**src/rtl/odd_even_stream_gen.sv**
```systemverilog
// Clocked odd/even sequence source: emits COUNT consecutive same-parity values
// as a valid/ready stream, with busy and a one-cycle done pulse.
module odd_even_stream_gen #(
  parameter int WIDTH = 8,
  parameter int CNT_W = 8
) (
  input  logic             clk_i,
  input  logic             rst_i,
  input  logic             start_i,
  input  logic             is_even_i,
  input  logic [WIDTH-1:0] seed_i,
  input  logic [CNT_W-1:0] count_i,
  input  logic             ready_i,
  output logic [WIDTH-1:0] value_o,
  output logic             valid_o,
  output logic             busy_o,
  output logic             done_o
);

  typedef enum logic [1:0] {
    IDLE,
    RUN,
    DONE
  } state_e;

  state_e           state_q, state_d;
  logic [WIDTH-1:0] value_q, value_d;
  logic [CNT_W-1:0] remaining_q, remaining_d;

  always_ff @(posedge clk_i) begin
    if (rst_i) begin
      state_q     <= IDLE;
      value_q     <= '0;
      remaining_q <= '0;
    end else begin
      state_q     <= state_d;
      value_q     <= value_d;
      remaining_q <= remaining_d;
    end
  end

  always_comb begin
    state_d     = state_q;
    value_d     = value_q;
    remaining_d = remaining_q;
    case (state_q)
      IDLE: begin
        if (start_i) begin
          if (count_i != '0) begin
            state_d     = RUN;
            // Seed's low bit is replaced so the sequence has the requested parity.
            value_d     = (seed_i & ~WIDTH'(1)) | {{(WIDTH-1){1'b0}}, ~is_even_i};
            remaining_d = count_i;
          end else begin
            state_d = DONE;
          end
        end
      end
      RUN: begin
        if (ready_i) begin
          if (remaining_q > CNT_W'(1)) begin
            value_d     = value_q + WIDTH'(2);
            remaining_d = remaining_q - CNT_W'(1);
          end else begin
            state_d     = DONE;
            remaining_d = '0;
          end
        end
      end
      DONE: begin
        state_d = IDLE;
      end
      default: begin
        state_d = IDLE;
      end
    endcase
  end

  assign value_o = value_q;
  assign valid_o = (state_q == RUN);
  assign busy_o  = (state_q != IDLE);
  assign done_o  = (state_q == DONE);

endmodule
```
**config.mk**
```make
export PLATFORM = sky130hd
export DESIGN_NAME = odd_even_stream_gen
export DESIGN_NICKNAME = d
export VERILOG_FILES = /design/src/rtl/odd_even_stream_gen.sv
export SDC_FILE = /design/constraint.sdc
export NUM_CORES = 1
export LEC_CHECK = 0
export CORE_ASPECT_RATIO = 1.5
export CORE_MARGIN = 8
export CORE_UTILIZATION = 30
export CTS_CLUSTER_DIAMETER = 40
export DETAILED_ROUTE_END_ITERATION = 10
export GPL_ROUTABILITY_DRIVEN = 0
export SYNTH_ARGS = -nofsm -noshare
export SYNTH_HDL_FRONTEND = slang
export SYNTH_SLANG_ARGS = --single-unit
```
**constraint.sdc**
```tcl
create_clock -name clk_i -period 2.3 [get_ports clk_i]
set_clock_uncertainty 0.05 [all_clocks]
set_input_delay 0.46 -clock clk_i [delete_from_list [all_inputs] [get_ports clk_i]]
set_output_delay 0.46 -clock clk_i [all_outputs]
set_load 0.005 [all_outputs]
```
# Word level (Yosys, flattened, before mapping)
# Cells that the tools add are included.
dict set report word_totals {
  register_bits 18
  latchBits 0
  ramBits 0
  rom_bits 0
  out_inout_bits 11
  wordCells 37
  memories 0
}
dict set report op_classes {
  addsub 2
  mul 0
  div 0
  magnitude_cmp 1
  n_eq_ne 7
  n_shift 0
  muxes 15
  n_bitwise 2
  n_reduce_logical 7
}
# op count
set op_table {}
lappend op_table {{8-bit two-way mux} 8}
lappend op_table {{8-bit one-hot mux with 2 select lines} 2}
lappend op_table {{8-bit by 2-bit adder with 8-bit output, second input constant} 1}
lappend op_table {{8-bit by 1-bit greater-than comparator with 1-bit output, second input constant} 1}
lappend op_table {{2-bit two-way mux} 4}
lappend op_table {{2-bit != test, second input constant} 4}
lappend op_table {{8-bit by 1-bit bitwise OR with 8-bit output} 1}
lappend op_table {{8-bit nonzero test} 1}
lappend op_table {{8-bit by 1-bit subtractor with 8-bit output, second input constant} 1}
lappend op_table {{5-bit AND reduction} 1}
lappend op_table {{2-bit one-hot mux with 2 select lines} 1}
lappend op_table {{4-bit AND reduction} 1}
lappend op_table {{2-bit nonzero test} 2}
lappend op_table {{3-bit AND reduction} 1}
lappend op_table {{2-bit by 1-bit == test with 1-bit output, second input constant} 1}
lappend op_table {{2-bit == test, second input constant} 1}
lappend op_table {{2-bit logical NOT} 1}
lappend op_table {{2-bit by 1-bit != test with 1-bit output, second input constant} 1}
lappend op_table {{1-bit NOT} 1}

# Logic depth before layout (Yosys ltp)
dict set report depth {
  word_depth 5
  ltp_mapped 7
  depth_no_buf 6
}

# Worst setup path after synthesis
# OpenSTA, ideal clock, no wires.
dict set report synth_path {
  kind {input-to-reg}
  from {in count_i[2]}
  to {reg remaining_q[6]}
  setup_time_ns 0.133
  arrival_ns 1.704
  setup_slack_ns 0.413
  stages 6
  n_path_buf 2
  cell_sequence {or4_4 > buf_6 > o311ai_4 > buf_6 > nor2b_1 > nor3_1}
}
dict set report synth_via {
  elab_chain_cells 3
}
# element line
set synth_lines {}
lappend synth_lines {{from (decl)} 12} ;# input logic [CNT_W-1:0] count_i,
lappend synth_lines {{8-bit nonzero test} 49} ;# if (count_i != '0) begin
lappend synth_lines {{2-bit != test (no source line)} n/a}
lappend synth_lines {{4-bit AND reduction (no source line)} n/a}
lappend synth_lines {{to (signal assigned)} 38} ;# remaining_q <= remaining_d;
lappend synth_lines {{to (decl)} 28} ;# logic [CNT_W-1:0] remaining_q, remaining_d;
# No other way between the ends.
# A chain may end at the register's enable or synchronous reset.

# Worst setup path after layout
dict set report layout_path {
  from {in count_i[6]}
  to {reg value_q[2], in the netlist value_o[2]}
}
dict set report layout_via {
  elab_chain_cells 3
}
# element line
set layout_lines {}
lappend layout_lines {{8-bit nonzero test} 49}
lappend layout_lines {{2-bit != test (no source line)} n/a}
lappend layout_lines {{5-bit AND reduction (no source line)} n/a}
lappend layout_lines {{to (signal assigned)} 37} ;# value_q <= value_d;
lappend layout_lines {{to (decl)} 27} ;# logic [WIDTH-1:0] value_q, value_d;
# No other way between the ends.

==> out/results.tsv <==
metric	value	unit
status	complete, no violations	
viasPerCell	5.528	
async_flop_share	0	
initial_core_util	0.3028	
cts_setup_buffers	0	
crit_path_end_kind	flip-flop	
cp.arrival	2.33	ns
ys.flop_type	dfxtp_1	
dieWidth	68.76	um
track_usage	0.1292	
drtIter0Drc	80	
cts_root_buf	clkbuf_8	
grt_setup_unrepaired	no	
post_cts_resized	0	
fp-row-count	29	
ant_nets	0	
ir_worst_vdd	0.3434	mV
antenna_cells	0	
final.period_utilization	0.9586	
htree_levels	1	
drv_slew	0	
yosysTopAreaCell	dfxtp_1	
antenna_found_initial	0	
timing.fmax	453.6	MHz
drc	0	
cp-start-kind	primary input	
dieArea	6541	um^2
fin_ws	0.09526	ns
synth-seq-area-share	0.2877	
power_frac_seq	0.366	
vias	1288	
fin_hold_ws	0.4455	ns
finalSetupViolations	0	
clk_latency	0.26	ns
tns	0	ns
switching_share	0.3601	
place_ws	-0.2139	ns
yosysMostFrequentCell	nor2_1	
ys.warnings.count	0	
areaGrowthSynthToFinish	35.36	%
leakage	0.6360	nW
slew_headroom	0.5669	
drt-total-wl	3702	um
power_frac_clock	0.206	
p_switching	0.4018	mW
internal_power	0.7140	mW
synth_top_area_share	0.2877	
synth_edf_count	0	
timing.rr.start	remaining_q[0]$_SDFFE_PP0P_	
clk_pin_slew	0.07	ns
synthTopCellsByCount	nor2_1, dfxtp_1, nand2b_1	
drive_gt1_frac	0.1711	
synthesis.area	1252	um^2
place.detailed.hpwl	2843	um
max-cap-violations	0	
endpoint	value_o[2]$_SDFFE_PP0P_	
ys_ff_latch	18	
p_per_area	658.1	nW/um^2
hp-class	reg2reg	
synthCells	151	
wl_per_cell	15.89	um
grt_pass1_vias	1424	
combPwrFrac	0.427	
worstPathMaxFanout	7	
hold_buffers	0	
ios	32	
crit_type	in2reg	
cts_made_buffers	3	
yosysUniqueCellTypes	47	
grt.overflow.total	0	
cp.required	2.42	ns
drt_first_pass_iters	4	
hold_viol	0	
fin_crit	2.205	ns
avgSynthCellArea	8.294	um^2
die_y	95.14	um
synth_top_cells_by_area	dfxtp_1, nor2_1, nand2b_1	
p_total	1.116	mW
startpoint	count_i[6]	
core-area	4136	um^2
timing.rr.end	remaining_q[4]$_SDFFE_PP0P_	
worst_slew_pin_slew	0.6437	ns
r2r_cells	6	
numPortBuffers	30	
postLayoutCoreUtil	0.4099	
mappedNetlistNets	175	
grt_max_degree	26	
r2r_slack	0.35	ns
grt_pass1_wl	6575	um
cts.sinks	18	
tritoncts	yes	
clk_path_buf_depth	2	
nets	213	
-- cell type report --
| class | count | area, um^2 |
|---|---|---|
| Fill cell | 444 | 2441 |
| Multi-Input combinational cell | 118 | 815.8 |
| Timing Repair Buffer | 44 | 405.4 |
| Sequential cell | 18 | 360.3 |
| Tap cell | 46 | 57.56 |
| Clock buffer | 3 | 41.29 |
| Inverter | 4 | 15.01 |
-- through the flow --
| step | cell area (um^2) | std cells |
|---|---|---|
| global placement | 1654 | 230 |
| global route | 1695 | 233 |
| detailed placement | 1654 | 230 |
| floorplan | 1252 | 151 |
| finish | 1695 | 233 |
| CTS | 1695 | 233 |
-- routing by layer --
metal	vias up	part of all wire	GRT usage
li1	647	-	-
met1	602	0.40	0.1424
met2	32	0.52	0.2210
met3	7	0.061	0.03529
met4	0	0.022	0.05882
met5	-	0	0
-- sequential cells by signal, indices dropped and copies added, names as in the netlist --
signal,flops
remaining_q,8
value_o,8
state_q,2
-- worst min path at each step --
stage,startpoint,to,slack [ns],cells after the start
floorplan,remaining_q[1]$_SDFFE_PP0P_,remaining_q[1]$_SDFFE_PP0P_,0.41,2
global placement,remaining_q[1]$_SDFFE_PP0P_,remaining_q[1]$_SDFFE_PP0P_,0.43,2
detailed placement,remaining_q[1]$_SDFFE_PP0P_,remaining_q[1]$_SDFFE_PP0P_,0.44,2
CTS,remaining_q[1]$_SDFFE_PP0P_,remaining_q[1]$_SDFFE_PP0P_,0.45,2
global route,remaining_q[1]$_SDFFE_PP0P_,remaining_q[1]$_SDFFE_PP0P_,0.47,2
finish,remaining_q[1]$_SDFFE_PP0P_,remaining_q[1]$_SDFFE_PP0P_,0.45,2
-- power groups by stage --
stage / combinational (mW) / sequential (mW) / clock, mW
final: 0.477 / 0.409 / 0.230
after global routing: 0.535 / 0.419 / 0.250
after CTS: 0.479 / 0.409 / 0.239
after detailed placement: 0.478 / 0.415 / 0
after global placement: 0.466 / 0.413 / 0
after floorplan: 0.316 / 0.398 / 0
-- critical path: stages --
cell	delay, ns
clkdlybuf4s50_1	0.43
or4_1	0.68
buf_4	0.21
o21ai_2	0.25
nand2_1	0.09
a311oi_1	0.21
-- cells in the final DEF, fill, tap and decap left out, types with 3 or more instances in the layout --
cell,synthesis,final
clkdlybuf4s50_1,0,30
nor2_1,19,19
dfxtp_1,18,18
buf_4,0,14
nand2b_1,11,11
nor3_1,9,9
a21oi_1,7,7
o32ai_1,7,7
a22oi_1,6,6
nand2_1,5,5
inv_1,4,4
and3_1,4,4
nand3_1,3,3
nor2b_1,3,3
a32oi_1,3,3
ha_1,3,3
clkbuf_8,0,3
-- cell families (layout without fill, tap and decap cells) --
| logic type | count (synthesis) | after routing | share of synthesized area |
|---|---|---|---|
| AND/OR/NAND/NOR | 67 | 67 | 0.2937 |
| AO/OA/AOI/OAI | 45 | 45 | 0.3017 |
| flip-flops | 18 | 18 | 0.2877 |
| buffers and inverters | 15 | 51 | 0.06093 |
| adder cells (fa/ha/maj) | 3 | 3 | 0.02997 |
| multiplexers | 3 | 3 | 0.02597 |
No activity file was read; power rests on OpenSTA's default activity.
